File: src/rtl/active_list.sv
// active_list: in-order retirement buffer that sits downstream of the rename
// map table. It allocates one renamed instruction per cycle at the tail and
// records writeback completion out of order. It retires the head entry in
// program order and hands the previous physical register back to the free list.
module active_list #(
  parameter int DEPTH  = 16,
  parameter int PREG_W = 6,
  parameter int LREG_W = 5,
  parameter int TAG_W  = $clog2(DEPTH)
) (
  input  logic              clk,
  input  logic              rst,
  input  logic              alloc_valid,
  output logic              alloc_ready,
  input  logic              alloc_uses_rw,
  input  logic [LREG_W-1:0] alloc_logical,
  input  logic [PREG_W-1:0] alloc_prev_phys,
  input  logic [PREG_W-1:0] alloc_new_phys,
  output logic [TAG_W-1:0]  alloc_tag,
  input  logic              wb_valid,
  input  logic [TAG_W-1:0]  wb_tag,
  input  logic              flush,
  output logic              commit_valid,
  output logic [PREG_W-1:0] commit_reg_addr,
  output logic [LREG_W-1:0] commit_logical,
  output logic [PREG_W-1:0] commit_new_phys,
  output logic [TAG_W:0]    count,
  output logic              empty,
  output logic              full
);

  localparam int CNT_W = TAG_W + 1;
  localparam logic [CNT_W-1:0] FULL_CNT = CNT_W'(DEPTH);

  // Per-entry control bits. These are reset.
  logic [DEPTH-1:0] valid_q, valid_d;
  logic [DEPTH-1:0] done_q,  done_d;

  // Per-entry payload. This is only read when the matching valid bit is set.
  logic              uses_rw_mem [DEPTH];
  logic [LREG_W-1:0] logical_mem [DEPTH];
  logic [PREG_W-1:0] prev_mem    [DEPTH];
  logic [PREG_W-1:0] new_mem     [DEPTH];

  logic [TAG_W-1:0] head_q, head_d;
  logic [TAG_W-1:0] tail_q, tail_d;
  logic [CNT_W-1:0] count_q, count_d;

  logic              commit_valid_q, commit_valid_d;
  logic [PREG_W-1:0] commit_addr_q,  commit_addr_d;
  logic [LREG_W-1:0] commit_lreg_q,  commit_lreg_d;
  logic [PREG_W-1:0] commit_new_q,   commit_new_d;

  logic alloc_fire;
  logic retire_fire;

  // Status outputs are decoded from registered state only. A retire in this
  // cycle does not make room for an allocation in the same cycle.
  assign full        = (count_q == FULL_CNT);
  assign empty       = (count_q == '0);
  assign alloc_ready = !full;
  assign alloc_tag   = tail_q;
  assign count       = count_q;

  assign commit_valid    = commit_valid_q;
  assign commit_reg_addr = commit_addr_q;
  assign commit_logical  = commit_lreg_q;
  assign commit_new_phys = commit_new_q;

  // Flush overrides every other event in the cycle. Retire looks at the done
  // bit from before the edge, so a writeback to the head retires one cycle later.
  assign alloc_fire  = alloc_valid && !full && !flush;
  assign retire_fire = valid_q[head_q] && done_q[head_q] && !flush;

  // Next-state logic for the pointers, the count, the control bits and the commit port.
  always_comb begin
    // NOTE: every variable gets a default first, so no path through this
    // block leaves a signal unassigned and no latch can be inferred.
    valid_d        = valid_q;
    done_d         = done_q;
    head_d         = head_q;
    tail_d         = tail_q;
    count_d        = count_q;
    commit_valid_d = 1'b0;
    commit_addr_d  = commit_addr_q;
    commit_lreg_d  = commit_lreg_q;
    commit_new_d   = commit_new_q;

    if (flush) begin
      valid_d = '0;
      done_d  = '0;
      head_d  = '0;
      tail_d  = '0;
      count_d = '0;
    end else begin
      if (wb_valid && valid_q[wb_tag]) begin
        done_d[wb_tag] = 1'b1;
      end
      if (retire_fire) begin
        valid_d[head_q] = 1'b0;
        done_d[head_q]  = 1'b0;
        head_d          = head_q + 1'b1;
        commit_valid_d  = uses_rw_mem[head_q];
        commit_addr_d   = prev_mem[head_q];
        commit_lreg_d   = logical_mem[head_q];
        commit_new_d    = new_mem[head_q];
      end
      // The tail entry is never valid when an allocation fires, so a
      // writeback to that slot in the same cycle cannot conflict with it.
      if (alloc_fire) begin
        valid_d[tail_q] = 1'b1;
        done_d[tail_q]  = 1'b0;
        tail_d          = tail_q + 1'b1;
      end
      count_d = count_q + CNT_W'(alloc_fire) - CNT_W'(retire_fire);
    end
  end

  // Control state and commit port registers, with asynchronous reset.
  always_ff @(posedge clk or posedge rst) begin
    if (rst) begin
      valid_q        <= '0;
      done_q         <= '0;
      head_q         <= '0;
      tail_q         <= '0;
      count_q        <= '0;
      commit_valid_q <= 1'b0;
      commit_addr_q  <= '0;
      commit_lreg_q  <= '0;
      commit_new_q   <= '0;
    end else begin
      // NOTE: sequential state uses non-blocking assignments only, so every
      // register samples the pre-edge values regardless of statement order.
      valid_q        <= valid_d;
      done_q         <= done_d;
      head_q         <= head_d;
      tail_q         <= tail_d;
      count_q        <= count_d;
      commit_valid_q <= commit_valid_d;
      commit_addr_q  <= commit_addr_d;
      commit_lreg_q  <= commit_lreg_d;
      commit_new_q   <= commit_new_d;
    end
  end

  // Payload capture at the tail when an allocation fires.
  // NOTE: the payload storage has no reset. valid_q gates every read of it,
  // and leaving it unreset lets it map onto plain storage.
  always_ff @(posedge clk) begin
    if (alloc_fire) begin
      uses_rw_mem[tail_q] <= alloc_uses_rw;
      logical_mem[tail_q] <= alloc_logical;
      prev_mem[tail_q]    <= alloc_prev_phys;
      new_mem[tail_q]     <= alloc_new_phys;
    end
  end

endmodule

File: config.mk
export PLATFORM = sky130hd
export DESIGN_NAME = active_list
export DESIGN_NICKNAME = d
export VERILOG_FILES = /design/src/rtl/active_list.sv
export SDC_FILE = /design/constraint.sdc
export NUM_CORES = 1
export LEC_CHECK = 0
export BUFFER_PORTS_ARGS = -buffer_cell sky130_fd_sc_hd__buf_2
export CORE_ASPECT_RATIO = 0.9
export CORE_MARGIN = 4
export CORE_UTILIZATION = 55
export CTS_CLUSTER_SIZE = 40
export DETAILED_ROUTE_END_ITERATION = 10
export HOLD_SLACK_MARGIN = 0.06
export PLACE_DENSITY_LB_ADDON = 0.3
export SYNTH_ARGS = -nofsm -noshare
export SYNTH_HDL_FRONTEND = slang
export SYNTH_SLANG_ARGS = --single-unit
File: constraint.sdc
create_clock -name clk -period 3.65 [get_ports clk]
set_clock_uncertainty 0.15 [all_clocks]
set_input_delay 0.365 -clock clk [delete_from_list [all_inputs] [get_ports clk]]
set_output_delay 0.365 -clock clk [all_outputs]
set_load 0.1 [all_outputs]
; ---- Word level (Yosys, flattened, before mapping)
; Memories as Yosys holds them, arrays and structs flattened. A register that Yosys moved wholly into a read port is not among the register bits.
; Cells that the tools add are included.
[totals]
ramBits = 288
inputBits = 27
output_inout_bits = 30
memories = 4
ff_bits = 46
word_cells = 74
[mem_list]
columns = memory, words, width, read_ports, rd_ports_with_merged_regs, write_ports, line
row1 = new_mem, 16, 6, 1, 1, 1, 43  ; logic [PREG_W-1:0] new_mem [DEPTH];
row2 = prev_mem, 16, 6, 1, 1, 1, 42  ; logic [PREG_W-1:0] prev_mem [DEPTH];
row3 = logical_mem, 16, 5, 1, 1, 1, 41  ; logic [LREG_W-1:0] logical_mem [DEPTH];
row4 = uses_rw_mem, 16, 1, 1, 0, 1, 40  ; logic uses_rw_mem [DEPTH];
[classes]
eq_ne = 1
n_lt_le_gt_ge = 6
n_reduce_logical = 14
add_sub_neg = 4
mux = 31
bitwise = 8
[op_table]
columns = operator, count
row1 = 16-bit two-way mux, 10
row2 = 16-bit AND, 3
row3 = 16-bit NOT, 2
row4 = 16-bit bitwise OR, 2
row5 = 4-bit two-way mux, 4
row6 = 4-bit by 5-bit < comparator with 1-bit output (second input constant), 3
row7 = 1-bit binary-select mux with 4-bit select, 3
row8 = 1-bit demux with 4-bit select, 3
row9 = 4-bit by 1-bit >= comparator with 1-bit output (second input constant), 3
row10 = 1-bit two-way mux, 10
row11 = 4-bit by 1-bit adder with 4-bit output (second input constant), 2
row12 = 1-bit logical AND, 8
row13 = 5-bit by 1-bit adder with 5-bit output, 1
row14 = 5-bit == test (second input constant), 1
row15 = 5-bit logical NOT, 1
row16 = 5-bit two-way mux, 1
row17 = 5-bit by 1-bit subtractor with 5-bit output, 1
row18 = 2-bit nonzero test, 2
row19 = 1-bit logical NOT, 2
row20 = 2-bit AND reduction, 1
row21 = 1-bit NOT, 1

; ---- Logic depth before layout (Yosys ltp)
[depth]
word_depth = 13
ltp_mapped = 17
depth_no_buf = 15

; ---- Worst setup path after synthesis
; No wires, ideal clock.
[synth_timing]
kind = register to register
startpoint = reg count_q[2], in the netlist count[2]
endpoint = mem logical_mem[2][0], enable pin
synth_period_minus_slack_ps = 4717
stages_incl_launch_ff = 8
t_required_ps = 3080
setup_time_ps = 420
slack_ps = -1067
n_path_buf = 1
arrival_time_ps = 4147
path_cell_list = dfrtp_1 > inv_1 > ha_1 > nand4bb_1 > and3b_1 > clkbuf_1 > nand2_1 > nor3_1
[synth_between]
elab_chain_cells = 6
[synth_rtl]
columns = item, line
row1 = start: declaration, 47  ; logic [CNT_W-1:0] count_q, count_d;
row2 = start signal: assignment, 138  ; count_q <= count_d;
row3 = 5-bit == test, 59  ; assign full = (count_q == FULL_CNT);
row4 = 1-bit logical NOT, --
row5 = via alloc_ready, 14  ; output logic alloc_ready,
row6 = 1-bit logical AND (2 in series), 72  ; assign alloc_fire = alloc_valid && !full && !flush;
row7 = 1-bit two-way mux, 150  ; if (alloc_fire) begin
row8 = 1-bit two-way mux (implied by the code), 152  ; logical_mem[tail_q] <= alloc_logical;
row9 = end: declaration, 41
; The timed path passes the listed nets, and every way through them passes these cells.

; ---- Worst setup path in the final report
[layout_timing]
startpoint = reg head_q[0]
endpoint = reg count_q[4], in the netlist count[4]
[layout_between]
elab_chain_cells = 6
elab_cells_between_ends = 8
classes_between = add/sub (1) / mux (5) / reduce/logical (2)
[layout_rtl]
columns = item, line
row1 = start: declaration, 45  ; logic [TAG_W-1:0] head_q, head_d;
row2 = start signal: assignment, 124  ; head_q <= '0;
row3 = start signal: assignment, 136  ; head_q <= head_d;
row4 = 1-bit binary-select mux with 4-bit select, 73  ; assign retire_fire = valid_q[head_q] && done_q[head_q] && !flush;
row5 = 1-bit two-way mux (implied by the code), 73
row6 = 1-bit logical AND (*) (2 in series), 73
row7 = 5-bit by 1-bit subtractor with 5-bit output (*), 115  ; count_d = count_q + CNT_W'(alloc_fire) - CNT_W'(retire_fire);
row8 = 5-bit two-way mux (*), 89  ; if (flush) begin
row9 = via count_d[4], 47
; Mark *: on every way through the listed nets, which the timed path passes. The rest lies on a longest branch. The select of a mux whose other input is x is not followed.
; A chain may end at the register's enable or synchronous reset.

==> results.json <==
{
  "syn_to_final_growth_pct": 14.4,
  "yosysSeqAreaShare": 0.723,
  "path_max_fanout": 6,
  "routed_via_density": 6.12,
  "ant_nets": 0,
  "crit_type": "reg -> reg",
  "num_antenna_cells": 0,
  "num-nets-final": 857,
  "vdd_ir_drop_max_mv": 0.381,
  "power_leakage_uw": 0.00544,
  "outcome": "finished, final reports clean",
  "grt_usage": 0.228,
  "reg2reg_slack_ns": 0.44,
  "drv_cap": 0,
  "min_path_cells": 1,
  "wl_per_cell_um": 26.4,
  "drc": 0,
  "cp-end-kind": "register",
  "gp_congestion": 0.885,
  "worstSkewPairLatency_ns": 0.51,
  "synth_nets": 767,
  "multi_input_area_sq_mm": 0.00372,
  "power_frac_comb": 0.076,
  "hold_path_end": "prev_mem[0][4]",
  "slew_headroom": 0.288,
  "cp-start-kind": "register",
  "dr_total_vias": 7255,
  "crit_arrival_ns": 3.43,
  "synthArstFlopShare": 0.179,
  "die_h_um": 160,
  "ys_seq_elements": 351,
  "p_int_uw": 6610,
  "placed_cell_area_sq_mm": 0.0150,
  "dp_hpwl_mm": 17.5,
  "synth_top_area_frac": 0.611,
  "syn_area_sq_mm": 0.0141,
  "cts_tree": "built",
  "placementRows": 55,
  "h-tree-depth": 2,
  "fill_cells": 1747,
  "placeableCoreArea_sq_mm": 0.0253,
  "cts_post_setup_buffers_inserted": 0,
  "hp-class": "in -> reg",
  "drive_gt1_frac": 0.335,
  "finalHoldViolCount": 0,
  "max_slew.worst_pin.slew_ns": 1.07,
  "wirelength_mm": 31.3,
  "period_needed_ns": 3.21,
  "switching_share": 0.233,
  "seqPwrFrac": 0.517,
  "finalCritPeriodShare": 0.879,
  "r2r_cells": 14,
  "clock_path_buffers": 3,
  "finalSetupViolations": 0,
  "grt_overflow": 0,
  "yosysTopAreaCell": "edfxtp_1",
  "start_util": 0.560,
  "port_buffers": 56,
  "io_pins": 57,
  "cts_made_buffers": 36,
  "cts_root_buffer": "clkbuf_16",
  "synth_edf_count": 288,
  "ys_warn_count": 0,
  "grt_max_degree": 68,
  "tns_ns": 0,
  "antenna_found_initial": 1,
  "reg2reg_to": "count[4]",
  "cts.sinks": 351,
  "rsz0062_at_grt": "no",
  "worstPathRequired_ns": 3.87,
  "register_area_sq_mm": 0.0102,
  "slew_violations": 0,
  "r2r_start": "head_q[0]",
  "synth_cells": 725,
  "die_w_um": 177,
  "ys.flop_type": "edfxtp_1",
  "drt_iter0_markers": 610,
  "power_frac_clock": 0.407,
  "grt_pass1_wl_mm": 47.7,
  "synth_area_leaders": "edfxtp_1 (61%), mux4_2 (16%), dfrtp_1 (11%)",
  "fmax_mhz": 312,
  "design_area_sq_mm": 0.0162,
  "power_density_mw_per_mm2": 533,
  "hold_start": "alloc_prev_phys[4]",
  "power_uw": 8620,
  "drt_pre_antenna_iters": 5,
  "grt_pass1_vias": 7596,
  "synth_cell_types": 43,
  "syn_area_per_cell_sq_um": 19.5,
  "path_clk_slew_ns": 0.06,
  "dieArea_sq_mm": 0.0284,
  "p_sw_uw": 2010
}
## flip-flops by register name, summed over array words and instances, names as in the netlist
name and flops:
alloc_tag 4, commit_logical 5, commit_new_phys 6, commit_reg_addr 6, commit_valid 1, count 5, done_q 16, head_q 4
logical_mem 80, new_mem 96, prev_mem 96, uses_rw_mem 16, valid_q 16
## cells by family (layout without fill, tap and decap cells)
group | after synthesis | in the layout | share of synthesized area
AOI/OAI and AO/OA | 54 | 54 | 0.0247
xor gates and xnor gates | 5 | 5 | 0.00310
buffers and inverters | 65 | 183 | 0.0207
muxes | 117 | 117 | 0.173
and+or+nand+nor | 118 | 118 | 0.0418
adders and majority gates | 15 | 15 | 0.0138
DFF | 351 | 351 | 0.723
## synth_stat cells, drive strengths merged (5+ instances only)
master  instances
edfxtp        288
mux4           98
dfrtp          63
nor2           32
nand2          31
a21oi          27
inv            26
clkbuf         24
mux2           17
nor4           16
buf            15
ha             14
o32ai          11
nand2b         10
nand3           6
o21ai           6
nor3b           5
## worst max-delay path: stages (launching register included)
cell	delay, ns
dfrtp_4	0.53
inv_4	0.10
mux4_2	0.55
o22a_1	0.25
a21oi_4	0.14
ha_1	0.24
inv_1	0.06
ha_1	0.16
inv_1	0.06
fa_1	0.39
inv_1	0.07
a21oi_1	0.06
nor2_1	0.12
or3_1	0.12
a21oi_1	0.06
## cells in the final DEF (no fill, tap or decap), types with 6 or more instances in the layout
| cell type | n |
|---|---|
| a21oi_1 | 26 |
| buf_2 | 56 |
| buf_4 | 30 |
| clkbuf_1 | 7 |
| clkbuf_16 | 37 |
| clkinv_2 | 11 |
| dfrtp_1 | 59 |
| edfxtp_1 | 288 |
| ha_1 | 14 |
| inv_1 | 24 |
| mux2_2 | 9 |
| mux2_4 | 8 |
| mux4_2 | 98 |
| nand2_1 | 31 |
| nand2b_1 | 10 |
| nand3_1 | 6 |
| nor2_1 | 21 |
| nor2_2 | 11 |
| nor4_1 | 16 |
| o21ai_0 | 6 |
| o32ai_1 | 11 |
## per-stage QoR
| stage | hold slack, ns | instances | utilization | worst slack, ns |
|---|---|---|---|---|
| finish | 0.0823 | 1185 | 0.640 | 0.442 |
| global route | 0.0725 | 1185 | 0.640 | 0.307 |
| CTS | 0.0646 | 1185 | 0.640 | 0.452 |
| detailed placement | 0.280 | 1114 | 0.593 | 0.458 |
| global placement | 0.263 | 1114 | 0.593 | 0.530 |
| floorplan | 0.314 | 725 | - | 0.0216 |
## cell type report
class                   instances  area share
repair buffers                 91      0.0343
clock buffers                  45      0.0597
clock inverters                21      0.0106
well taps                     342      0.0265
multi-input cells             309       0.230
inverters                      26     0.00619
flip-flops and latches        351       0.633
## what timing repair did
| item | CTS | global route |
|---|---|---|
| endpoints found under the hold margin | 29 | 0 |
| hold buffers | 5 | 0 |
| gates resized for setup | 0 | 0 |
## per-layer routing
layer	vias up	part of all wire	GRT usage
met5	-	0.00042	0
met1	3800	0.41	0.320
met2	290	0.50	0.377
met4	2	0.021	0.0556
met3	55	0.067	0.0436
li1	3108	-	-
## how the worst max path moves through the flow
stage | start | endpoint | slack (ns) | cells after the start
CTS | head_q[0] | count[4] | 0.45 | 14
finish | head_q[0] | count[4] | 0.44 | 14
global route | head_q[0] | count[4] | 0.31 | 14
detailed placement | head_q[0] | count[4] | 0.46 | 14
floorplan | count[4] | count[4] | 0.02 | 14
global placement | head_q[0] | count[4] | 0.53 | 14
## power groups by stage
stage                     Sequential, uW  Clock (uW)  Combinational, uW
after global placement              4530           0                631
after floorplan                     4680           0                321
final                               4450        3510                654
after global routing                4460        3780                693
after detailed placement            4540           0                650
after CTS                           4450        3580                657
Power figures use the tool's default switching activity.
